## config.mk

```make
export PLATFORM = sky130hd
export DESIGN_NAME = hpdcache_mem_bridge_flat
export DESIGN_NICKNAME = d
export VERILOG_FILES = /design/src/rtl/hpdcache_mem_bridge_if.sv /design/src/rtl/hpdcache_mem_bridge.sv /design/src/flat_wrapper.sv
export SDC_FILE = /design/constraint.sdc
export NUM_CORES = 1
export LEC_CHECK = 0
export ABC_AREA = 0
export CORE_ASPECT_RATIO = 1.5
export CORE_MARGIN = 5
export CORE_UTILIZATION = 35
export CTS_CLUSTER_SIZE = 20
export DETAILED_ROUTE_END_ITERATION = 16
export PLACE_DENSITY_LB_ADDON = 0.2
export SYNTH_ARGS = -nofsm -noshare
export SYNTH_HDL_FRONTEND = slang
export SYNTH_SLANG_ARGS = --single-unit
```

## constraint.sdc

```tcl
create_clock -name clk_i -period 10.17 [get_ports clk_i]
set_clock_uncertainty 0.1 [all_clocks]
set_input_delay 1.5255 -clock clk_i [delete_from_list [all_inputs] [get_ports clk_i]]
set_output_delay 1.5255 -clock clk_i [all_outputs]
set_load 0.01 [all_outputs]
```

## src/rtl/hpdcache_mem_bridge_if.sv

```systemverilog
// rtl/hpdcache_mem_bridge_if.sv - cache-side request/response and memory-bus signals of the bridge
interface hpdcache_mem_bridge_if #(
  parameter int IdWidth = 4
) ();
  logic               rd_req_valid_i;
  logic               rd_req_ready_o;
  logic [31:0]        rd_req_addr_i;
  logic [IdWidth-1:0] rd_req_id_i;
  logic               rd_rsp_valid_o;
  logic               rd_rsp_ready_i;
  logic [31:0]        rd_rsp_data_o;
  logic [IdWidth-1:0] rd_rsp_id_o;
  logic               rd_rsp_last_o;
  logic               wr_req_valid_i;
  logic               wr_req_ready_o;
  logic [31:0]        wr_req_addr_i;
  logic [IdWidth-1:0] wr_req_id_i;
  logic               wr_data_valid_i;
  logic               wr_data_ready_o;
  logic [31:0]        wr_data_i;
  logic [3:0]         wr_be_i;
  logic               wr_last_i;
  logic               wr_rsp_valid_o;
  logic               wr_rsp_ready_i;
  logic [IdWidth-1:0] wr_rsp_id_o;
  logic               wr_rsp_err_o;
  logic               bus_valid_o;
  logic [3:0]         bus_wstrb_o;
  logic [31:0]        bus_addr_o;
  logic [31:0]        bus_wdata_o;
  logic [31:0]        bus_rdata_i;
  logic               bus_ready_i;

  modport slave (
    input  rd_req_valid_i, rd_req_addr_i, rd_req_id_i, rd_rsp_ready_i,
           wr_req_valid_i, wr_req_addr_i, wr_req_id_i,
           wr_data_valid_i, wr_data_i, wr_be_i, wr_last_i, wr_rsp_ready_i,
           bus_rdata_i, bus_ready_i,
    output rd_req_ready_o, rd_rsp_valid_o, rd_rsp_data_o, rd_rsp_id_o, rd_rsp_last_o,
           wr_req_ready_o, wr_data_ready_o, wr_rsp_valid_o, wr_rsp_id_o, wr_rsp_err_o,
           bus_valid_o, bus_wstrb_o, bus_addr_o, bus_wdata_o
  );

  modport master (
    output rd_req_valid_i, rd_req_addr_i, rd_req_id_i, rd_rsp_ready_i,
           wr_req_valid_i, wr_req_addr_i, wr_req_id_i,
           wr_data_valid_i, wr_data_i, wr_be_i, wr_last_i, wr_rsp_ready_i,
           bus_rdata_i, bus_ready_i,
    input  rd_req_ready_o, rd_rsp_valid_o, rd_rsp_data_o, rd_rsp_id_o, rd_rsp_last_o,
           wr_req_ready_o, wr_data_ready_o, wr_rsp_valid_o, wr_rsp_id_o, wr_rsp_err_o,
           bus_valid_o, bus_wstrb_o, bus_addr_o, bus_wdata_o
  );
endinterface

```

## src/rtl/hpdcache_mem_bridge.sv

```systemverilog
// rtl/hpdcache_mem_bridge.sv - single-outstanding bridge from cache-line read/write ports to a word bus
module hpdcache_mem_bridge #(
  parameter int LineWords = 4,
  parameter int IdWidth   = 4
) (
  input logic                  clk_i,
  input logic                  reset_i,
  hpdcache_mem_bridge_if.slave io
);
  localparam int               BeatW    = $clog2(LineWords);
  localparam logic [BeatW-1:0] LastBeat = BeatW'(LineWords - 1);

  typedef enum logic [2:0] {IDLE, RD_BUS, RD_RSP, WR_DATA, WR_BUS, WR_RSP} state_e;

  state_e             state_q, state_d;
  logic [BeatW-1:0]   beat_q, beat_d;
  logic [31:0]        base_q, base_d;
  logic [IdWidth-1:0] id_q, id_d;
  logic [31:0]        data_q, data_d;
  logic [3:0]         be_q, be_d;
  logic               err_q, err_d;
  logic               wr_last_q, wr_last_d;
  logic               is_last, rd_grant, wr_grant;

  assign is_last  = (beat_q == LastBeat);
  // A write wins a tie unless the previous transaction was a write; readies stay low under reset.
  assign wr_grant = !reset_i && io.wr_req_valid_i && (!io.rd_req_valid_i || !wr_last_q);
  assign rd_grant = !reset_i && io.rd_req_valid_i && !wr_grant;

  assign io.bus_addr_o    = base_q + {{(30 - BeatW){1'b0}}, beat_q, 2'b00};
  assign io.bus_wdata_o   = data_q;
  assign io.rd_rsp_data_o = data_q;
  assign io.rd_rsp_id_o   = id_q;
  assign io.wr_rsp_id_o   = id_q;
  assign io.wr_rsp_err_o  = err_q;

  always_ff @(posedge clk_i or posedge reset_i) begin
    if (reset_i) begin
      state_q   <= IDLE;
      beat_q    <= '0;
      base_q    <= '0;
      id_q      <= '0;
      data_q    <= '0;
      be_q      <= '0;
      err_q     <= 1'b0;
      wr_last_q <= 1'b0;
    end else begin
      state_q   <= state_d;
      beat_q    <= beat_d;
      base_q    <= base_d;
      id_q      <= id_d;
      data_q    <= data_d;
      be_q      <= be_d;
      err_q     <= err_d;
      wr_last_q <= wr_last_d;
    end
  end

  always_comb begin
    state_d            = state_q;
    beat_d             = beat_q;
    base_d             = base_q;
    id_d               = id_q;
    data_d             = data_q;
    be_d               = be_q;
    err_d              = err_q;
    wr_last_d          = wr_last_q;
    io.rd_req_ready_o  = 1'b0;
    io.wr_req_ready_o  = 1'b0;
    io.rd_rsp_valid_o  = 1'b0;
    io.rd_rsp_last_o   = 1'b0;
    io.wr_data_ready_o = 1'b0;
    io.wr_rsp_valid_o  = 1'b0;
    io.bus_valid_o     = 1'b0;
    io.bus_wstrb_o     = 4'h0;
    unique case (state_q)
      IDLE: begin
        io.rd_req_ready_o = rd_grant;
        io.wr_req_ready_o = wr_grant;
        if (wr_grant || rd_grant) begin
          base_d    = wr_grant ? (io.wr_req_addr_i & 32'hFFFF_FFFC) : (io.rd_req_addr_i & 32'hFFFF_FFFC);
          id_d      = wr_grant ? io.wr_req_id_i : io.rd_req_id_i;
          beat_d    = '0;
          err_d     = 1'b0;
          wr_last_d = wr_grant;
          state_d   = wr_grant ? WR_DATA : RD_BUS;
        end
      end
      RD_BUS: begin
        io.bus_valid_o = 1'b1;
        if (io.bus_ready_i) begin
          data_d  = io.bus_rdata_i;
          state_d = RD_RSP;
        end
      end
      RD_RSP: begin
        io.rd_rsp_valid_o = 1'b1;
        io.rd_rsp_last_o  = is_last;
        if (io.rd_rsp_ready_i) begin
          state_d = is_last ? IDLE : RD_BUS;
          beat_d  = is_last ? beat_q : beat_q + BeatW'(1);
        end
      end
      WR_DATA: begin
        io.wr_data_ready_o = 1'b1;
        if (io.wr_data_valid_i) begin
          data_d = io.wr_data_i;
          be_d   = io.wr_be_i;
          if (io.wr_last_i != is_last) err_d = 1'b1;
          // An all-zero byte mask completes the beat without a bus access.
          if (io.wr_be_i != 4'h0) state_d = WR_BUS;
          else if (is_last)       state_d = WR_RSP;
          else                    beat_d  = beat_q + BeatW'(1);
        end
      end
      WR_BUS: begin
        io.bus_valid_o = 1'b1;
        io.bus_wstrb_o = be_q;
        if (io.bus_ready_i) begin
          state_d = is_last ? WR_RSP : WR_DATA;
          beat_d  = is_last ? beat_q : beat_q + BeatW'(1);
        end
      end
      WR_RSP: begin
        io.wr_rsp_valid_o = 1'b1;
        if (io.wr_rsp_ready_i) state_d = IDLE;
      end
      default: state_d = IDLE;
    endcase
  end
endmodule

```

## src/flat_wrapper.sv

```systemverilog
// flat-port wrapper written by rule: the top's interface ports become plain ports
module hpdcache_mem_bridge_flat 
#(
  parameter int LineWords = 4,
  parameter int IdWidth   = 4
)
  (clk_i, reset_i, io_rd_req_valid_i, io_rd_req_addr_i, io_rd_req_id_i, io_rd_rsp_ready_i, io_wr_req_valid_i, io_wr_req_addr_i, io_wr_req_id_i, io_wr_data_valid_i, io_wr_data_i, io_wr_be_i, io_wr_last_i, io_wr_rsp_ready_i, io_bus_rdata_i, io_bus_ready_i, io_rd_req_ready_o, io_rd_rsp_valid_o, io_rd_rsp_data_o, io_rd_rsp_id_o, io_rd_rsp_last_o, io_wr_req_ready_o, io_wr_data_ready_o, io_wr_rsp_valid_o, io_wr_rsp_id_o, io_wr_rsp_err_o, io_bus_valid_o, io_bus_wstrb_o, io_bus_addr_o, io_bus_wdata_o);
  hpdcache_mem_bridge_if #(.IdWidth(IdWidth)) io_i ();
  input logic clk_i;
  input logic reset_i;
  input wire logic [$bits(io_i.rd_req_valid_i)-1:0] io_rd_req_valid_i;
  input wire logic [$bits(io_i.rd_req_addr_i)-1:0] io_rd_req_addr_i;
  input wire logic [$bits(io_i.rd_req_id_i)-1:0] io_rd_req_id_i;
  input wire logic [$bits(io_i.rd_rsp_ready_i)-1:0] io_rd_rsp_ready_i;
  input wire logic [$bits(io_i.wr_req_valid_i)-1:0] io_wr_req_valid_i;
  input wire logic [$bits(io_i.wr_req_addr_i)-1:0] io_wr_req_addr_i;
  input wire logic [$bits(io_i.wr_req_id_i)-1:0] io_wr_req_id_i;
  input wire logic [$bits(io_i.wr_data_valid_i)-1:0] io_wr_data_valid_i;
  input wire logic [$bits(io_i.wr_data_i)-1:0] io_wr_data_i;
  input wire logic [$bits(io_i.wr_be_i)-1:0] io_wr_be_i;
  input wire logic [$bits(io_i.wr_last_i)-1:0] io_wr_last_i;
  input wire logic [$bits(io_i.wr_rsp_ready_i)-1:0] io_wr_rsp_ready_i;
  input wire logic [$bits(io_i.bus_rdata_i)-1:0] io_bus_rdata_i;
  input wire logic [$bits(io_i.bus_ready_i)-1:0] io_bus_ready_i;
  output wire logic [$bits(io_i.rd_req_ready_o)-1:0] io_rd_req_ready_o;
  output wire logic [$bits(io_i.rd_rsp_valid_o)-1:0] io_rd_rsp_valid_o;
  output wire logic [$bits(io_i.rd_rsp_data_o)-1:0] io_rd_rsp_data_o;
  output wire logic [$bits(io_i.rd_rsp_id_o)-1:0] io_rd_rsp_id_o;
  output wire logic [$bits(io_i.rd_rsp_last_o)-1:0] io_rd_rsp_last_o;
  output wire logic [$bits(io_i.wr_req_ready_o)-1:0] io_wr_req_ready_o;
  output wire logic [$bits(io_i.wr_data_ready_o)-1:0] io_wr_data_ready_o;
  output wire logic [$bits(io_i.wr_rsp_valid_o)-1:0] io_wr_rsp_valid_o;
  output wire logic [$bits(io_i.wr_rsp_id_o)-1:0] io_wr_rsp_id_o;
  output wire logic [$bits(io_i.wr_rsp_err_o)-1:0] io_wr_rsp_err_o;
  output wire logic [$bits(io_i.bus_valid_o)-1:0] io_bus_valid_o;
  output wire logic [$bits(io_i.bus_wstrb_o)-1:0] io_bus_wstrb_o;
  output wire logic [$bits(io_i.bus_addr_o)-1:0] io_bus_addr_o;
  output wire logic [$bits(io_i.bus_wdata_o)-1:0] io_bus_wdata_o;
  assign io_i.rd_req_valid_i = io_rd_req_valid_i;
  assign io_i.rd_req_addr_i = io_rd_req_addr_i;
  assign io_i.rd_req_id_i = io_rd_req_id_i;
  assign io_i.rd_rsp_ready_i = io_rd_rsp_ready_i;
  assign io_i.wr_req_valid_i = io_wr_req_valid_i;
  assign io_i.wr_req_addr_i = io_wr_req_addr_i;
  assign io_i.wr_req_id_i = io_wr_req_id_i;
  assign io_i.wr_data_valid_i = io_wr_data_valid_i;
  assign io_i.wr_data_i = io_wr_data_i;
  assign io_i.wr_be_i = io_wr_be_i;
  assign io_i.wr_last_i = io_wr_last_i;
  assign io_i.wr_rsp_ready_i = io_wr_rsp_ready_i;
  assign io_i.bus_rdata_i = io_bus_rdata_i;
  assign io_i.bus_ready_i = io_bus_ready_i;
  assign io_rd_req_ready_o = io_i.rd_req_ready_o;
  assign io_rd_rsp_valid_o = io_i.rd_rsp_valid_o;
  assign io_rd_rsp_data_o = io_i.rd_rsp_data_o;
  assign io_rd_rsp_id_o = io_i.rd_rsp_id_o;
  assign io_rd_rsp_last_o = io_i.rd_rsp_last_o;
  assign io_wr_req_ready_o = io_i.wr_req_ready_o;
  assign io_wr_data_ready_o = io_i.wr_data_ready_o;
  assign io_wr_rsp_valid_o = io_i.wr_rsp_valid_o;
  assign io_wr_rsp_id_o = io_i.wr_rsp_id_o;
  assign io_wr_rsp_err_o = io_i.wr_rsp_err_o;
  assign io_bus_valid_o = io_i.bus_valid_o;
  assign io_bus_wstrb_o = io_i.bus_wstrb_o;
  assign io_bus_addr_o = io_i.bus_addr_o;
  assign io_bus_wdata_o = io_i.bus_wdata_o;
  hpdcache_mem_bridge #(.LineWords(LineWords), .IdWidth(IdWidth)) u_core (.clk_i(clk_i), .reset_i(reset_i), .io(io_i));
endmodule
```

# [Yosys cells after proc, flatten, opt, wreduce, memory -nomap -nowiden]
# Cells that the tools add are included.
[totals] output_inout_bits=116 elab_cells=84 in_bits=149 regBits=79
[classes] n_eq_ne=16 n_reduce_logical=22 n_addsub=2 n_mux=36
[op_table] cell="$mux 32" count=3
[op_table] cell="$pmux 32 s2" count=1
[op_table] cell="$add 32x4->32" count=1
[op_table] cell="$mux 3" count=9
[op_table] cell="$pmux 3 s6" count=1
[op_table] cell="$mux 2" count=7
[op_table] cell="$ne 2x2->1 const B" count=6
[op_table] cell="$mux 1" count=11
[op_table] cell="$mux 4" count=2
[op_table] cell="$pmux 2 s4" count=1
[op_table] cell="$reduce_bool 4->1" count=2
[op_table] cell="$reduce_and 7->1" count=1
[op_table] cell="$eq 3x2->1 const B" count=2
[op_table] cell="$eq 3x3->1 const B" count=2
[op_table] cell="$reduce_and 6->1" count=1
[op_table] cell="$logic_and 1x1->1" count=4
[op_table] cell="$logic_not 1->1" count=4
[op_table] cell="$ne 2x1->1 const B" count=2
[op_table] cell="$reduce_and 2->1" count=2
[op_table] cell="$reduce_and 4->1" count=1
[op_table] cell="$reduce_bool 2->1" count=2
[op_table] cell="$eq 3x1->1 const B" count=1
[op_table] cell="$logic_not 3->1" count=1
[op_table] cell="$ne 3x1->1 const B" count=1
[op_table] cell="other kinds (7)" count=8

# [Logic depth before layout (Yosys ltp)]
# Gate-level depths: netlist of the first run.
[depth] ltp_word=8 mapped_depth=7

# [Worst setup path before layout of the first run]
# OpenSTA, ideal clock, no wires.
[synth_path] path_kind="input-to-output" startpoint="in reset_i" endpoint="out io_wr_req_ready_o" path_stages=4 required_time_ps=8545 setup_slack_ps=4671 arrival_ps=3874 path_buffers=1 path_cell_list="inv_1 and3_1 buf_2 and2_1"
[synth_between] elab_chain_len=4
[synth_lines] element="start, declared" line="flat_wrapper.sv:10" rtl="input logic reset_i;"
[synth_lines] element="$logic_not 1->1" line="hpdcache_mem_bridge.sv:27" rtl="assign wr_grant = !reset_i && io.wr_req_valid_i && (!io.rd_req_valid_i || !wr_last_q);"
[synth_lines] element="$logic_and 1x1->1 (2 in a row)" line="hpdcache_mem_bridge.sv:27"
[synth_lines] element="$mux 1" line="hpdcache_mem_bridge.sv:76" rtl="unique case (state_q)"
[synth_lines] element="end, declared" line="flat_wrapper.sv:30" rtl="output wire logic [$bits(io_i.wr_req_ready_o)-1:0] io_wr_req_ready_o;"
# Every way passes these cells.

# [Worst setup path in the final report of the first run]
# Same ends and word-level chain as after synthesis.

==> out/results.txt, run 1 <==
LEAKAGE: 2.915 nW
Final Cycle Share: 0.6186
Worst slew pin tran: 1.060 ns
Sequential share of the synthesized area: 0.4134
EDFF count, synth: 0
XOR/XNOR Fraction of Synth Area: 0.05638
Cts bufs inserted: 9
Antenna-violating nets left: 0
TritonCTS clock tree: yes
Drt via density: 4.892
Post-Synth Adder-Cell Area: 0.01235
Critical path fanouts, max: 79
Total routed wirelength: 13770 µm
Post-CTS sizing: 0
Largest net degree at the start of global routing: 80
Die Ht: 151.3 µm
Detailed Route Iter0 Violations: 116
Hold Path Class: reg2reg
Post-synth cell types: 44
Synth Area in Compound Gates: 0.1082
Worst-case clock buffer depth: 2
Mux share of post-synthesis cell area: 0.1581
Worst hold start: u_core.be_q[1]
Ant. Diodes: 0
Layout filler cell count: 1203
Final Non-Filler Cells: 862
Sinks on the clock net: 77
Worst r2r path cells: 5
Die ar.: 0.01577 mm²
I/O Pins: 265
Inst Count DP: 848
First-pass GRT wire length: 22200 µm
CTS root buf: clkbuf_16
Vias after detailed routing: 4217
CTS Hold Bufs: 0
Power Density: 277.0 mW/mm²
Final layout net count: 853
IO buf count: 258
Cells after Synth: 493
Die Wd: 104.2 µm
Pins Over Slew Limit: 0
Setup TNS: 0 ns
Max Cap Viol: 0
Pre-antenna DRT Iters: 4
WHS: 0.4001 ns
Skew-Pair Late Insertion Delay: 0.32 ns
R2r endpoint: u_core.beat_q[0]
R2r setup slk: 7.67 ns
Share of cells above drive strength 1: 0.04836
RSZ-0062 raised after global routing: false
Flops & latches, synth: 77
Slew HR: 0.2934
Vias in the first global route: 4378
GPL Wtd Cong: 0.7968
Crit path launch type: input port
Max VDD drop: 0.0001269 V
Area Growth Syn to Fin: 57.83%
Hold Violations, Final: 0
Status: complete, no violations
WL/cell: 15.98 µm
Hold endpoint: u_core.be_q[1]
WS Path Type: in2out
Grt total ovfl: 0
Core area: 0.01302 mm²
Netlist Area Pre-Place: 0.004661 mm²
Initial Util: 0.3580
RR Startpoint: u_core.state_q[0]
Synthesized area per cell: 9.454 µm²
Rows: 51
Predominant post-synthesis flop cell: dfrtp_1
Tmin final: 6.292 ns
CTS H-Tree Depth: 3
Hpwl dp: 10920 µm
Setup bufs post-CTS: 0
Critical Path Sink Type: primary output
GRT Overall Usage: 0.1736
Final setup violation count: 0
Hold Path Stages: 1
Ys Warns: 0
Clock transition at the registers of the reported paths: 0.06 ns
Worst path required time: 8.54 ns
Post-Synth Simple-Gate Area: 0.1541
Main combinational cell family by area after synthesis: multiplexers
Antenna violations before repair: 0
Drt drc: 0
Max Clock Freq: 158.9 MHz
FFs w/ async S/R, synth: 1.000
Critical Path AT: 4.67 ns
-- cell type report --
type                       count  area, µm²  area share
clock inverter                 5      77.57     0.01055
multi-input combinational    345       2295      0.3120
sequential                    77       1927      0.2619
clock buffer                   9      225.2     0.03062
tap                          159      198.9     0.02705
inverter                       5      20.02    0.002722
timing repair buffer         262       2613      0.3552
-- kinds of logic (layout without fill, tap and decap cells) --
family                     after synthesis  in the layout
AOI/OAI and AO/OA                       91             91
xor gates and xnor gates                30             30
adders and majority gates                4              4
buffers and inverters                   72            281
DFF                                     77             77
muxes                                   73             73
other                                    1              2
and+or+nand+nor                        145            145
-- layer usage --
metal,up-vias,part of all wire,track usage
met5,-,0,0
met4,0,0.0091,0.04537
met3,7,0.084,0.06482
met2,187,0.50,0.3014
met1,1948,0.41,0.2020
li1,2075,-,-
-- synth_stat cells (3+ instances only) --
library cell,instances,area share
xnor2_1,25,0.047
nand2_1,43,0.035
nand3_1,15,0.016
mux2i_1,68,0.15
inv_1,5,0.0040
nor3_1,6,0.0064
and3_1,7,0.0094
xor2_1,5,0.0094
clkbuf_1,12,0.0097
buf_4,42,0.068
nor2_1,43,0.035
nor2b_1,3,0.0040
mux2_2,5,0.012
and2_1,5,0.0067
a21oi_1,38,0.041
o21ai_0,37,0.040
ha_1,3,0.0081
dfrtp_1,77,0.41
nand4_1,10,0.013
buf_2,12,0.013
-- state kept, by name, indices dropped and copies added (netlist names) --
| register | cells |
|---|---|
| u_core.be_q | 4 |
| u_core.io.bus_wdata_o | 32 |
| u_core.wr_last_q | 1 |
| u_core.state_q | 3 |
| u_core.io.rd_rsp_id_o | 4 |
| u_core.beat_q | 2 |
| u_core.base_q | 30 |
| u_core.io.wr_rsp_err_o | 1 |
-- worst max-delay path: stages --
cell             delay, ns
clkdlybuf4s50_1       0.44
clkinv_2              0.05
buf_4                 0.76
and3_2                1.07
and2_1                0.26
clkdlybuf4s50_1       0.54
-- metrics by stage --
| step | total power (W) | worst slack [ns] | cell area, µm² | util |
|---|---|---|---|---|
| global route | 0.002191 | 3.471 | 7356 | 0.5651 |
| floorplan | 0.001223 | 4.671 | 4664 | - |
| detailed placement | 0.001731 | 3.735 | 7053 | 0.5418 |
| CTS | 0.002070 | 3.730 | 7356 | 0.5651 |
| global placement | 0.001705 | 3.798 | 7053 | 0.5418 |
| finish | 0.002037 | 3.878 | 7356 | 0.5651 |
-- how the worst max path moves through the flow --
stage,start,to,slack [ns],cells past startpoint
final,reset_i,io_wr_req_ready_o,3.88,6
after CTS,reset_i,io_wr_req_ready_o,3.73,6
after global routing,reset_i,io_wr_req_ready_o,3.47,6
after detailed placement,reset_i,io_wr_req_ready_o,3.74,6
after floorplan,reset_i,io_wr_req_ready_o,4.67,4
after global placement,reset_i,io_wr_req_ready_o,3.80,6
-- report_power, final --
part	total (W)	leakage, nW	switching, W	internal (W)
registers	0.000631	0.910	0.000174	0.000457
logic	0.00108	1.86	0.000464	0.000617
clock network	0.000326	0.147	0.000115	0.000211
-- cells in the final DEF (no fill, tap or decap), types with 2 or more instances in the layout --
cell | synthesis | layout
nor2_1 | 43 | 43
clkbuf_16 | 0 | 9
buf_4 | 42 | 4
xor2_1 | 5 | 5
clkdlybuf4s50_1 | 0 | 258
bufinv_16 | 0 | 2
mux2i_1 | 68 | 68
dfrtp_1 | 77 | 77
clkinv_2 | 0 | 3
xnor2_1 | 25 | 25
nand2_1 | 43 | 43
a32o_1 | 2 | 2
o21bai_1 | 2 | 2
nor4_4 | 2 | 2
inv_1 | 5 | 4
o31ai_1 | 2 | 2
ha_1 | 3 | 3
nor3b_1 | 2 | 2
nand4_1 | 10 | 10
o21ai_0 | 37 | 37
conb_1 | 1 | 2
mux2_2 | 5 | 5
and2_1 | 5 | 5
and3_1 | 7 | 6
nor2b_1 | 3 | 3
o21a_1 | 2 | 2
nand3_1 | 15 | 14
nor3_1 | 6 | 6
a21o_1 | 2 | 2
a21oi_1 | 38 | 38
nand2b_1 | 2 | 2
No activity file was read; power rests on OpenSTA's default activity.
==> run 2: changes to the inputs <==
==> constraint.sdc (replaced) <==
create_clock -name clk_i -period 6.1 [get_ports clk_i]
set_clock_uncertainty 0.1 [all_clocks]
set_input_delay 0.915 -clock clk_i [delete_from_list [all_inputs] [get_ports clk_i]]
set_output_delay 0.915 -clock clk_i [all_outputs]
set_load 0.01 [all_outputs]
==> out/results.txt, run 2 (synthesized netlist as in run 1, its figures left out) <==
GPL Wtd Cong: 0.8003 (+0.44%)
Ant. Diodes: 0 (unchanged)
Max Cap Viol: 0 (unchanged)
WS Path Type: reg2out
Most frequent cells in the layout: 258 x clkdlybuf4s50_1, 77 x dfrtp_1, 68 x mux2i_1
Cts bufs inserted: 9 (unchanged)
Detailed Route Iter0 Violations: 93 (-20%)
Area Growth Syn to Fin: 58.82%
Met3 WL post-DR: 1018 µm (-12%)
Flop pwr share: 0.303 (-0.007)
Pint: 0.002200 W (+71%)
Combinational Power Share: 0.522 (-0.008)
Antenna-violating nets left: 0 (unchanged)
CTS root buf: clkbuf_16
Rows: 51 (unchanged)
Critical Path Sink Type: primary output
Pre-antenna DRT Iters: 4 (unchanged)
Crit path launch type: flip-flop
Die ar.: 0.01577 mm² (unchanged)
Clock power frac: 0.175 (+0.015)
Most common cell after layout, fill and taps aside: clkdlybuf4s50_1
Post-CTS sizing: 0 (unchanged)
Pins Over Slew Limit: 0 (unchanged)
Drt via density: 4.879 (-0.28%)
DR top layer: met4
Sw Ratio: 0.3632 (-0.006357)
Setup TNS: 0 ns (unchanged)
Sinks on the clock net: 77 (unchanged)
Max reg flops: 32 (unchanged)
GRT Overall Usage: 0.1724 (-0.001161)
Hold Violations, Final: 0 (unchanged)
WHS: 0.4046 ns (+0.004465 ns)
Die Ht: 151.3 µm (unchanged)
Clock transition at the registers of the reported paths: 0.06 ns (about the same)
Metal2 WL: 6949 µm (+0.86%)
Setup bufs post-CTS: 0 (unchanged)
R2r setup slk: 3.61 ns (-4.06 ns)
Vias in the first global route: 4442 (+1.5%)
TritonCTS clock tree: yes
Core area: 0.01302 mm² (unchanged)
Power Density: 466.7 mW/mm² (+69%)
Layout filler cell count: 1177 (-2.2%)
WL/cell: 15.95 µm (-0.19%)
Slew HR: 0.3412 (+0.04780)
Grt total ovfl: 0 (unchanged)
Critical Path AT: 2.94 ns (-1.73 ns)
Hold Path Class: reg2reg
Max Clock Freq: 253.1 MHz
Tmin final: 3.951 ns
Largest net degree at the start of global routing: 78 (-2.5%)
Total routed wirelength: 13800 µm (+0.16%)
Final layout net count: 854 (+0.12%)
Vias after detailed routing: 4220 (+0.071%)
Drt drc: 0 (unchanged)
Initial Util: 0.3580 (unchanged)
Max VDD drop: 0.0002387 V (+88%)
CTS Hold Bufs: 0 (unchanged)
Worst-case clock buffer depth: 2 (unchanged)
Final setup violation count: 0 (unchanged)
Final Cycle Share: 0.6477
LEAKAGE: 2.940 nW (+0.85%)
RSZ-0062 raised after global routing: false
Skew-Pair Late Insertion Delay: 0.32 ns (about the same)
Die Wd: 104.2 µm (unchanged)
M1 wire length: 5618 µm (+0.34%)
Status: complete, no violations
P_sw: 0.001255 W (+67%)
I/O Pins: 265 (unchanged)
Hpwl dp: 11010 µm (+0.82%)
IO buf count: 258 (unchanged)
Worst slew pin tran: 0.9871 ns (-0.07283 ns)
Antenna violations before repair: 0 (unchanged)
Worst path required time: 5.08 ns (-3.46 ns)
Critical path fanouts, max: 11 (-86%)
Share of cells above drive strength 1: 0.04958 (+0.001211)
First-pass GRT wire length: 22030 µm (-0.75%)
CTS H-Tree Depth: 3 (unchanged)
[run 2: final timing paths]
kind / from / cells after the start / end
hold / removal: u_core.be_q[1] / 1 / u_core.be_q[1]
setup reg to reg: u_core.state_q[0] / 5 / u_core.beat_q[0]
max in group asynchronous: reset_i / 3 / u_core.be_q[1]
min in group asynchronous: reset_i / 3 / u_core.base_q[6]
hold reg to reg: u_core.be_q[1] / 1 / u_core.be_q[1]
setup / recovery: u_core.beat_q[0] / 7 / io_bus_addr_o[26]
[run 2: through the flow]
step	worst slack [ns]	total power, W	std cells	util	area (µm²)
after detailed placement	2.443	0.002888	849	0.5424	7061
after global routing	1.929	0.003713	865	0.5686	7402
after global placement	2.499	0.002840	849	0.5424	7061
after floorplan	1.822	0.002039	494	-	4664
final	2.149	0.003455	865	0.5686	7402
after CTS	2.085	0.003507	865	0.5686	7402
[run 2: cell type report]
type,instances,area [µm²],area share
flip-flops and latches,77,1927,0.2603
clock buffers,12,246.5,0.03330
clock inverters,4,95.09,0.01285
well taps,159,198.9,0.02688
multi-input cells,345,2295,0.3100
inverters,5,20.02,0.002705
repair buffers,263,2620,0.3540
[run 2: routing by layer]
metal	vias to the layer above	global-route usage
li1	2087	-
met1	1906	0.2002
met2	210	0.3027
met3	17	0.05288
met4	0	0.05703
met5	-	0
[run 2: power groups by stage]
| stage | registers [W] | clock network (W) | logic [W] |
|---|---|---|---|
| finish | 0.00105 | 0.000603 | 0.00180 |
| global route | 0.00110 | 0.000648 | 0.00197 |
| CTS | 0.00105 | 0.000619 | 0.00184 |
| detailed placement | 0.00105 | 0 | 0.00184 |
| global placement | 0.00104 | 0 | 0.00180 |
| floorplan | 0.00101 | 0 | 0.00103 |
[run 2: worst max-delay path: stages (launching register included)]
cell,delay (ns)
dfrtp_1,0.40
ha_1,0.21
fa_1,0.22
nand3_1,0.15
nor2_1,0.64
nand3_1,0.18
xnor2_1,0.23
clkdlybuf4s50_1,0.57
==> run 3: changes to the inputs <==
==> constraint.sdc (replaced) <==
create_clock -name clk_i -period 3.9 [get_ports clk_i]
set_clock_uncertainty 0.1 [all_clocks]
set_input_delay 0.585 -clock clk_i [delete_from_list [all_inputs] [get_ports clk_i]]
set_output_delay 0.585 -clock clk_i [all_outputs]
set_load 0.01 [all_outputs]
==> out/results.txt, run 3 (synthesized netlist as in run 1, its figures left out) <==
Critical Path Sink Type: primary output
Rows: 51 (unchanged)
Antenna violations before repair: 0 (unchanged)
GPL Wtd Cong: 0.8201 (+2.5%)
Final Cycle Share: 0.8746
CTS root buf: clkbuf_16
Hpwl dp: 11320 µm (+2.8%)
WL/cell: 16.41 µm (+2.9%)
Worst setup margin: 0.4891 ns (-1.660 ns)
Crit path launch type: flip-flop
Status: complete, no violations
Initial Util: 0.3580 (unchanged)
Design area: 0.007420 mm² (+0.24%)
IO buf count: 258 (unchanged)
Share of cells above drive strength 1: 0.05516 (+0.005588)
TritonCTS clock tree: yes
Critical path fanouts, max: 11 (unchanged)
RSZ-0062 raised after global routing: false
Register area: 0.001927 mm² (unchanged)
Most common cell after layout, fill and taps aside: clkdlybuf4s50_1
I/O Pins: 265 (unchanged)
Clock transition at the registers of the reported paths: 0.06 ns (about the same)
Largest net degree at the start of global routing: 70 (-10%)
Hold Path Class: reg2reg
Sinks on the clock net: 77 (unchanged)
CTS Hold Bufs: 0 (unchanged)
Detailed Route Iter0 Violations: 120 (+29%)
Critical Path AT: 2.73 ns (-0.21 ns)
Pre-antenna DRT Iters: 6 (+2)
Vias after detailed routing: 4204 (-0.38%)
Slew HR: 0.4756 (+0.1344)
Layout filler cell count: 1216 (+3.3%)
Max Cap Viol: 0 (unchanged)
Critical-path top delay cell: clkdlybuf4s50_1
Ant. Diodes: 0 (unchanged)
Die Ht: 151.3 µm (unchanged)
DP Worst Slack: 0.5960 ns (-1.847 ns)
Max VDD drop: 0.0003305 V (+38%)
Core area: 0.01302 mm² (unchanged)
WS Path Type: reg2out
CP most frequent cell: nand3_1
Tot Pwr: 0.005433 W (+57%)
Pins Over Slew Limit: 0 (unchanged)
Setup TNS: 0 ns (unchanged)
Max Clock Freq: 293.2 MHz
Max reg flops: 32 (unchanged)
R2r setup slk: 1.44 ns (-2.17 ns)
CP max stage delay: 0.58 ns (-0.06 ns)
Most frequent cells in the layout: 258 x clkdlybuf4s50_1, 77 x dfrtp_1, 68 x mux2i_1
Drt via density: 4.855 (-0.49%)
Hold Violations, Final: 0 (unchanged)
Die ar.: 0.01577 mm² (unchanged)
Area of placed instances: 0.007068 mm² (+0.11%)
Tmin final: 3.411 ns
Worst path required time: 3.21 ns (-1.87 ns)
Final setup violation count: 0 (unchanged)
Vias in the first global route: 4535 (+2.1%)
Multi-input gate area: 0.002297 mm² (+0.11%)
Final layout net count: 855 (+0.12%)
CTS H-Tree Depth: 3 (unchanged)
Antenna-violating nets left: 0 (unchanged)
Grt total ovfl: 0 (unchanged)
Power Density: 732.2 mW/mm² (+57%)
First-pass GRT wire length: 22960 µm (+4.2%)
Worst slew pin tran: 0.7866 ns (-0.2004 ns)
Drt drc: 0 (unchanged)
Critical path, cell by cell: ha_1 -> fa_1 -> nand3_1 -> nor2_2 -> nand3_1 -> xnor2_1 -> clkdlybuf4s50_1
GRT Overall Usage: 0.1787 (+0.006335)
Total routed wirelength: 14210 µm (+3.0%)
LEAKAGE: 2.942 nW (about the same)
WP buf/inv: 1 (unchanged)
Die Wd: 104.2 µm (unchanged)
Skew-Pair Late Insertion Delay: 0.33 ns (about the same)
Area Growth Syn to Fin: 59.19%
Cts bufs inserted: 9 (unchanged)
Delay-heaviest family, CP: simple AND/OR/NAND/NOR gates
Worst-case clock buffer depth: 2 (unchanged)
-- run 3: cell count changes in the layout (fill, tap and decap cells not counted) --
cell / delta
buf_4: +1
clkbuf_1: -2
nor2_1: -1
nor2_2: +1
clkinvlp_4: +2
-- run 3: final timing paths --
check | depth (start not counted) | start | end
worst min register to register | 1 | u_core.be_q[1] | u_core.be_q[1]
worst max-delay path | 7 | u_core.beat_q[0] | io_bus_addr_o[26]
min in group asynchronous | 2 | reset_i | u_core.base_q[6]
worst min-delay path | 1 | u_core.be_q[1] | u_core.be_q[1]
max in group asynchronous | 3 | reset_i | u_core.base_q[17]
worst max register to register | 5 | u_core.state_q[0] | u_core.beat_q[0]
-- run 3: through the flow --
step,hold WS [ns],cells,utilization
6_report,0.4039,866,0.5700
5_1_grt,0.4139,866,0.5700
4_1_cts,0.4017,866,0.5698
3_5_place_dp,0.3883,850,0.5430
3_3_place_gp,0.3802,850,0.5430
2_1_floorplan,0.3712,494,-
-- run 3: final cells by class --
| class | count | area share |
|---|---|---|
| Multi-Input combinational cell | 345 | 0.3096 |
| Timing Repair Buffer | 264 | 0.3541 |
| Clock inverter | 6 | 0.01484 |
| Inverter | 5 | 0.002698 |
| Sequential cell | 77 | 0.2597 |
| Tap cell | 159 | 0.02681 |
| Clock buffer | 10 | 0.03221 |
-- run 3: power by group --
group | internal (W) | leakage, nW | total, W | switching, W
sequential | 0.00119 | 0.910 | 0.00164 | 0.000453
combinational | 0.00161 | 1.87 | 0.00283 | 0.00121
clock | 0.000641 | 0.165 | 0.000964 | 0.000323
-- run 3: worst register-to-register path: stages, from the launching register on --
cell and delay (ns):
dfrtp_1 0.72, and3b_2 0.30, buf_4 0.48, nand2_1 0.31
o21a_1 0.18, a221oi_1 0.27
-- run 3: what timing repair did --
item	in CTS	in global routing
hold endpoints to repair	0	0
gates resized for setup	0	1
endpoints found under the setup margin	0	1
buffers inserted	0	0
-- run 3: metal layers --
metal | share of wire | global-route usage
met1 | 0.40 | 0.2047
met4 | 0.012 | 0.04796
met2 | 0.52 | 0.3225
met5 | 0 | 0
met3 | 0.069 | 0.05501
==> variant 1: new RTL, settings of run 3 <==
Make the reset (`reset_i`) synchronous in one clocked block.
--- a/src/rtl/hpdcache_mem_bridge.sv
+++ b/src/rtl/hpdcache_mem_bridge.sv
@@ -34,7 +34,7 @@
   assign io.wr_rsp_id_o   = id_q;
   assign io.wr_rsp_err_o  = err_q;
 
-  always_ff @(posedge clk_i or posedge reset_i) begin
+  always_ff @(posedge clk_i) begin
     if (reset_i) begin
       state_q   <= IDLE;
       beat_q    <= '0;
Behaviour: differs if reset_i is asserted again (counterexample within 4 cycles, from zero or initial values and one cycle with reset_i high); with reset_i held inactive, the same outputs for 4 cycles.
==> variant 1 against run 3 <==
- core utilization grew 0.097 points
- synthesized cell count grew 13%
- final area shrank 3.2%
- sequential power shrank 25%
- via count grew 9.4%
- routed wire length grew 2.8%
- synthesized area shrank 3.1%
- sequential cell count is the same
- highest routed layer unchanged
- first-iteration DRC count grew 3.3%
- total power shrank 30%
- die area shrank 2.8%
- clock power shrank 4.6%
- setup slack gained 170 ps
==> variant 1: results (changes against run 3) <==
[outcome]
outcome=finished, final reports clean  ; unchanged

[worst_setup_path]
critPathMaxFanout=7  ; was 11
endpoint=io_bus_addr_o[24]  ; was io_bus_addr_o[26]
cp_data_arrival_time_ps=2560  ; was 2730 ps
reg2reg_to=u_core.state_q[2]  ; was u_core.beat_q[0]
reg2reg_depth=7  ; was 5
r2r_setup_slack_ps=1590  ; was 1440 ps
timing.rr.start=u_core.state_q[2]  ; was u_core.state_q[0]
critPathLaunch=u_core.beat_q[0]  ; unchanged

[synthesis]
ys_top_cells_by_count=nand2_1 (85), nor2_1 (78), dfxtp_1 (77)  ; was dfrtp_1 (77), mux2i_1 (68), nand2_1 (43), nor2_1 (43), buf_4 (42)
async_flop_share=0  ; was 1.00
ys_warn_count=0  ; unchanged
ys_seq_area_frac=0.341  ; was 0.413
yosysUniqueCellTypes=47  ; was 44
netlist_top_cells_area=dfxtp_1 (34%), mux2i_1 (8.9%), nand2_1 (7.1%), buf_4 (6.6%), nor2_1 (6.5%)  ; was dfrtp_1 (41%), mux2i_1 (15%), buf_4 (6.8%), xnor2_1 (4.7%), a21oi_1 (4.1%)

[finish]
nets=905  ; was 855
largest_register_ffs=32  ; unchanged
num_antenna_cells=0  ; unchanged
drive_gt1_frac=0.0437  ; was 0.0552
nFillCells=1144  ; was 1216

[grt]
grt_usage=0.186  ; was 0.179
grt_pass1_wl_um=22700  ; was 23000 um
grt_pass1_vias=4840  ; was 4535
grt_start_max_net_pins=74  ; was 70
antenna_found_initial=0  ; unchanged

[clocking]
cts_max_level=3  ; unchanged
clockBufferDepth=2  ; unchanged
cts_resized=0  ; unchanged
numCtsBuffers=9  ; unchanged
post_cts_buffers=0  ; unchanged
clockRootBuffer=clkbuf_16  ; unchanged
insertion_delay_ps=330  ; about the same
clkSlewWorstSetupHoldPaths_ps=60  ; about the same

[detailed_routing]
initialDrtViolationCount=124  ; was 120
finalWirelength_um=14600  ; was 14200 um
vias=4601  ; was 4204
drt_first_pass_iters=4  ; was 6

[power_and_ir_drop]
power.leakage_nw=2.65  ; was 2.94 nW
ir_worst_vdd_v=0.000240  ; was 0.000331 V
switching_power_mw=1.28  ; was 1.99 mW

[place]
dp_hpwl_um=11400  ; was 11300 um
placed_cell_area_um2=6850  ; was 7070 um^2
gp_congestion=0.867  ; was 0.820
port_buffers=258  ; unchanged

[min_path]
min_path_type=reg2reg  ; unchanged

[sta]
worstMarginPinSlew_ps=782  ; was 787 ps

[variant 1: power by group through the flow]
stage	logic (mW)	clock network, mW	registers [mW]
after global placement	1.66	0	1.23
final	1.67	0.920	1.23
after detailed placement	1.68	0	1.24
after CTS	1.69	0.950	1.23
after global routing	1.82	0.985	1.27
after floorplan	0.960	0	1.20
[variant 1: how the worst min path moves through the flow]
stage | cells after the start | end | from
after floorplan | 2 | u_core.be_q[3] | u_core.be_q[3]
after global placement | 2 | u_core.be_q[3] | u_core.be_q[3]
after detailed placement | 2 | u_core.be_q[0] | u_core.be_q[0]
after CTS | 2 | u_core.be_q[0] | u_core.be_q[0]
after global routing | 2 | u_core.be_q[1] | u_core.be_q[1]
final | 2 | u_core.be_q[0] | u_core.be_q[0]
[variant 1: final cells by class]
type,instances,area (um^2),area share
multi-input combinational,394,2460,0.343
tap,156,195,0.0272
sequential,77,1540,0.215
clock inverter,3,67.6,0.00941
timing repair buffer,265,2630,0.366
inverter,5,18.8,0.00261
clock buffer,12,267,0.0371
[variant 1: cells by family after synthesis]
| group | after synthesis | synth area share |
|---|---|---|
| AO/OA/AOI/OAI | 88 | 0.151 |
| XOR/XNOR | 29 | 0.0562 |
| adder cells (fa/ha/maj) | 4 | 0.0127 |
| buffers and inverters | 87 | 0.117 |
| flip-flops | 77 | 0.341 |
| multiplexers | 42 | 0.0945 |
| other | 1 | 0.000830 |
| AND/OR/NAND/NOR | 229 | 0.226 |
[variant 1: metal layers]
| layer | global-route usage | share of wire | wire length, um |
|---|---|---|---|
| met1 | 0.190 | 0.36 | 5230 |
| met2 | 0.343 | 0.52 | 7590 |
| met3 | 0.0594 | 0.098 | 1430 |
| met4 | 0.0745 | 0.025 | 360 |
| met5 | 0 | 0 | 0 |
[variant 1: metrics by stage]
stage	instances	worst slack (ps)	hold WS, ps	total power [mW]
final	912	655	353	3.82
after global routing	912	430	386	4.07
after CTS	912	627	352	3.87
after detailed placement	897	927	343	2.93
after global placement	897	926	339	2.89
after floorplan	558	1400	332	2.16
[variant 1: worst max-delay path, stage by stage (launching register included)]
cell	delay [ps]
dfxtp_1	370
ha_1	210
fa_1	370
nand3_1	270
nor4_1	290
xor2_1	170
clkdlybuf4s50_1	550
==> variant 2: new RTL, config.mk and constraints of run 3 <==
Without the edit above. `LineWords` is set to 4 in 2 places; all go to 8.
--- a/src/rtl/hpdcache_mem_bridge.sv
+++ b/src/rtl/hpdcache_mem_bridge.sv
@@ -1,6 +1,6 @@
 // rtl/hpdcache_mem_bridge.sv - single-outstanding bridge from cache-line read/write ports to a word bus
 module hpdcache_mem_bridge #(
-  parameter int LineWords = 4,
+  parameter int LineWords = 8,
   parameter int IdWidth   = 4
 ) (
   input logic                  clk_i,
--- a/src/flat_wrapper.sv
+++ b/src/flat_wrapper.sv
@@ -1,7 +1,7 @@
 // flat-port wrapper written by rule: the top's interface ports become plain ports
 module hpdcache_mem_bridge_flat 
 #(
-  parameter int LineWords = 4,
+  parameter int LineWords = 8,
   parameter int IdWidth   = 4
 )
   (clk_i, reset_i, io_rd_req_valid_i, io_rd_req_addr_i, io_rd_req_id_i, io_rd_rsp_ready_i, io_wr_req_valid_i, io_wr_req_addr_i, io_wr_req_id_i, io_wr_data_valid_i, io_wr_data_i, io_wr_be_i, io_wr_last_i, io_wr_rsp_ready_i, io_bus_rdata_i, io_bus_ready_i, io_rd_req_ready_o, io_rd_rsp_valid_o, io_rd_rsp_data_o, io_rd_rsp_id_o, io_rd_rsp_last_o, io_wr_req_ready_o, io_wr_data_ready_o, io_wr_rsp_valid_o, io_wr_rsp_id_o, io_wr_rsp_err_o, io_bus_valid_o, io_bus_wstrb_o, io_bus_addr_o, io_bus_wdata_o);
Behaviour: not the same (Yosys sat finds a counterexample within 10 cycles, from zero or initial values and one cycle with reset_i high).
==> variant 2 against run 3 <==
- sequential cell count increased by 1
- routed wire length about the same
- largest cell class unchanged
- clock power grew 2%
- core utilization hardly changed
- setup slack worse by 180 ps
- synthesized area grew 0.46%
- highest routed layer unchanged
- final area up 0.54%
- global-route usage shrank 0.40 points
- register-to-register slack better by 40 ps
- total power fell by 4.4%
- combinational power shrank 7.1%
- synthesized cell count stayed put
- worst hold slack got worse by 15 ps
==> variant 2: results (changes against run 3) <==
[worst_setup_path]
cp_data_arrival_time_ps=2910  ; was 2730 ps
path_delay_family=buffers and inverters  ; was simple AND/OR/NAND/NOR gates
critical-path-max-stage-delay_ps=590
slowest_stage=clkdlybuf4s50_1  ; unchanged
critPathMaxFanout=8  ; was 11

[clocking]
cts_max_level=3  ; unchanged
clockBufferDepth=2  ; unchanged
post_cts_buffers=0  ; unchanged
numCtsBuffers=9  ; unchanged
clkSlewWorstSetupHoldPaths_ps=60  ; about the same
cts_resized=0  ; unchanged
hold_buffers=0  ; unchanged
insertion_delay_ps=330  ; about the same
clockRootBuffer=clkbuf_16  ; unchanged

[power_and_ir_drop]
power.leakage_nw=3.04  ; was 2.94 nW
ir_worst_vdd_v=0.000268  ; was 0.000331 V

[synthesis]
ys_warn_count=0  ; unchanged
ys_seq_area_frac=0.417  ; was 0.413
yosysUniqueCellTypes=44  ; unchanged
ys_top_cells_by_count=dfrtp_1 (78), nand2_1 (77), mux2i_1 (69), o21ai_0 (69), buf_4 (41)  ; was dfrtp_1 (77), mux2i_1 (68), nand2_1 (43), nor2_1 (43), buf_4 (42)
async_flop_share=1.00  ; unchanged
netlist_top_cells_area=dfrtp_1 (42%), mux2i_1 (15%), o21ai_0 (7.4%), buf_4 (6.6%), nand2_1 (6.2%)  ; was dfrtp_1 (41%), mux2i_1 (15%), buf_4 (6.8%), xnor2_1 (4.7%), a21oi_1 (4.1%)
synth_ff_type=dfrtp_1  ; unchanged

[grt]
antenna_found_initial=0  ; unchanged
grt_pass1_vias=4498  ; was 4535
grt_usage=0.175  ; was 0.179
grt_pass1_wl_um=22500  ; was 23000 um
grt_start_max_net_pins=79  ; was 70

[place]
gp_congestion=0.816  ; was 0.820
dp_hpwl_um=11300  ; about the same
port_buffers=258  ; unchanged

[finish]
drive_gt1_frac=0.0494  ; was 0.0552
largest_register_ffs=32  ; unchanged
nFillCells=1188  ; was 1216
num_antenna_cells=0  ; unchanged
nets=859  ; was 855

[detailed_routing]
drt_first_pass_iters=4  ; was 6
initialDrtViolationCount=54  ; was 120
via_per_inst=4.88  ; was 4.85
wl_per_cell_um=16.4  ; about the same

[sta]
slew_headroom=0.330  ; was 0.476

[outcome]
outcome=finished, final reports clean  ; unchanged

[min_path]
min_path_type=reg2reg  ; unchanged

-- variant 2: cell types whose count changed in the layout (fill, tap and decap cells not counted), moves of 3 or more --
cell     before  now
nand2_1      43   77
a21oi_1      38    6
o21ai_0      37   69
nor2_1       42   12
and4_1        0    4
nor3_1        6    2
mux2_1        0    3
-- variant 2: path summary, 6_finish.rpt --
kind | cells past startpoint | endpoint | slack (ps) | startpoint
max in group asynchronous | 3 | u_core.io.bus_wdata_o[20] | 2200 | reset_i
max | 9 | io_bus_addr_o[22] | 310 | u_core.beat_q[0]
max reg2reg | 5 | u_core.be_q[1] | 1480 | u_core.state_q[2]
min reg2reg | 1 | u_core.wr_last_q | 390 | u_core.wr_last_q
min in group asynchronous | 3 | u_core.wr_last_q | 840 | reset_i
min | 1 | u_core.wr_last_q | 390 | u_core.wr_last_q
-- variant 2: where the power goes --
part           switching [mW]  total (mW)  internal, mW  leakage, nW
Sequential              0.392        1.58          1.19        0.976
Combinational            1.14        2.63          1.49         1.89
Clock                   0.319       0.980         0.661        0.170
-- variant 2: final cells by class --
type,instances,share of cell area
Timing Repair Buffer,264,0.352
Multi-Input combinational cell,343,0.308
Sequential cell,78,0.262
Clock buffer,13,0.0349
Tap cell,159,0.0267
Clock inverter,3,0.0121
Inverter,8,0.00419
-- variant 2: through the flow --
stage	hold WS [ps]	instances	worst slack, ps	utilization	instance area, um^2
5_1_grt	416	868	148	0.570	7460
3_3_place_gp	359	852	644	0.543	7110
3_5_place_dp	380	852	569	0.543	7110
6_report	389	868	309	0.570	7460
2_1_floorplan	349	494	51.8	-	4690
4_1_cts	393	868	280	0.570	7460
-- variant 2: cell families (layout without fill, tap and decap cells) --
family,Yosys count,count (layout),synth area share
AND/OR/NAND/NOR,142,142,0.148
multiplexers,76,76,0.164
adder cells (fa/ha/maj),6,6,0.0176
XOR/XNOR,30,30,0.0561
other,1,2,0.000801
buffers and inverters,73,288,0.0949
flip-flops,78,78,0.417
AO/OA/AOI/OAI,87,87,0.102
-- variant 2: per-layer routing --
metal | vias to the layer above | share of wire | track usage | wire [um]
met2 | 201 | 0.51 | 0.307 | 7220
met4 | 0 | 0.014 | 0.0544 | 200
met1 | 1940 | 0.38 | 0.192 | 5340
met3 | 16 | 0.10 | 0.0712 | 1440
li1 | 2077 | - | - | -
met5 | - | 0 | 0 | 0
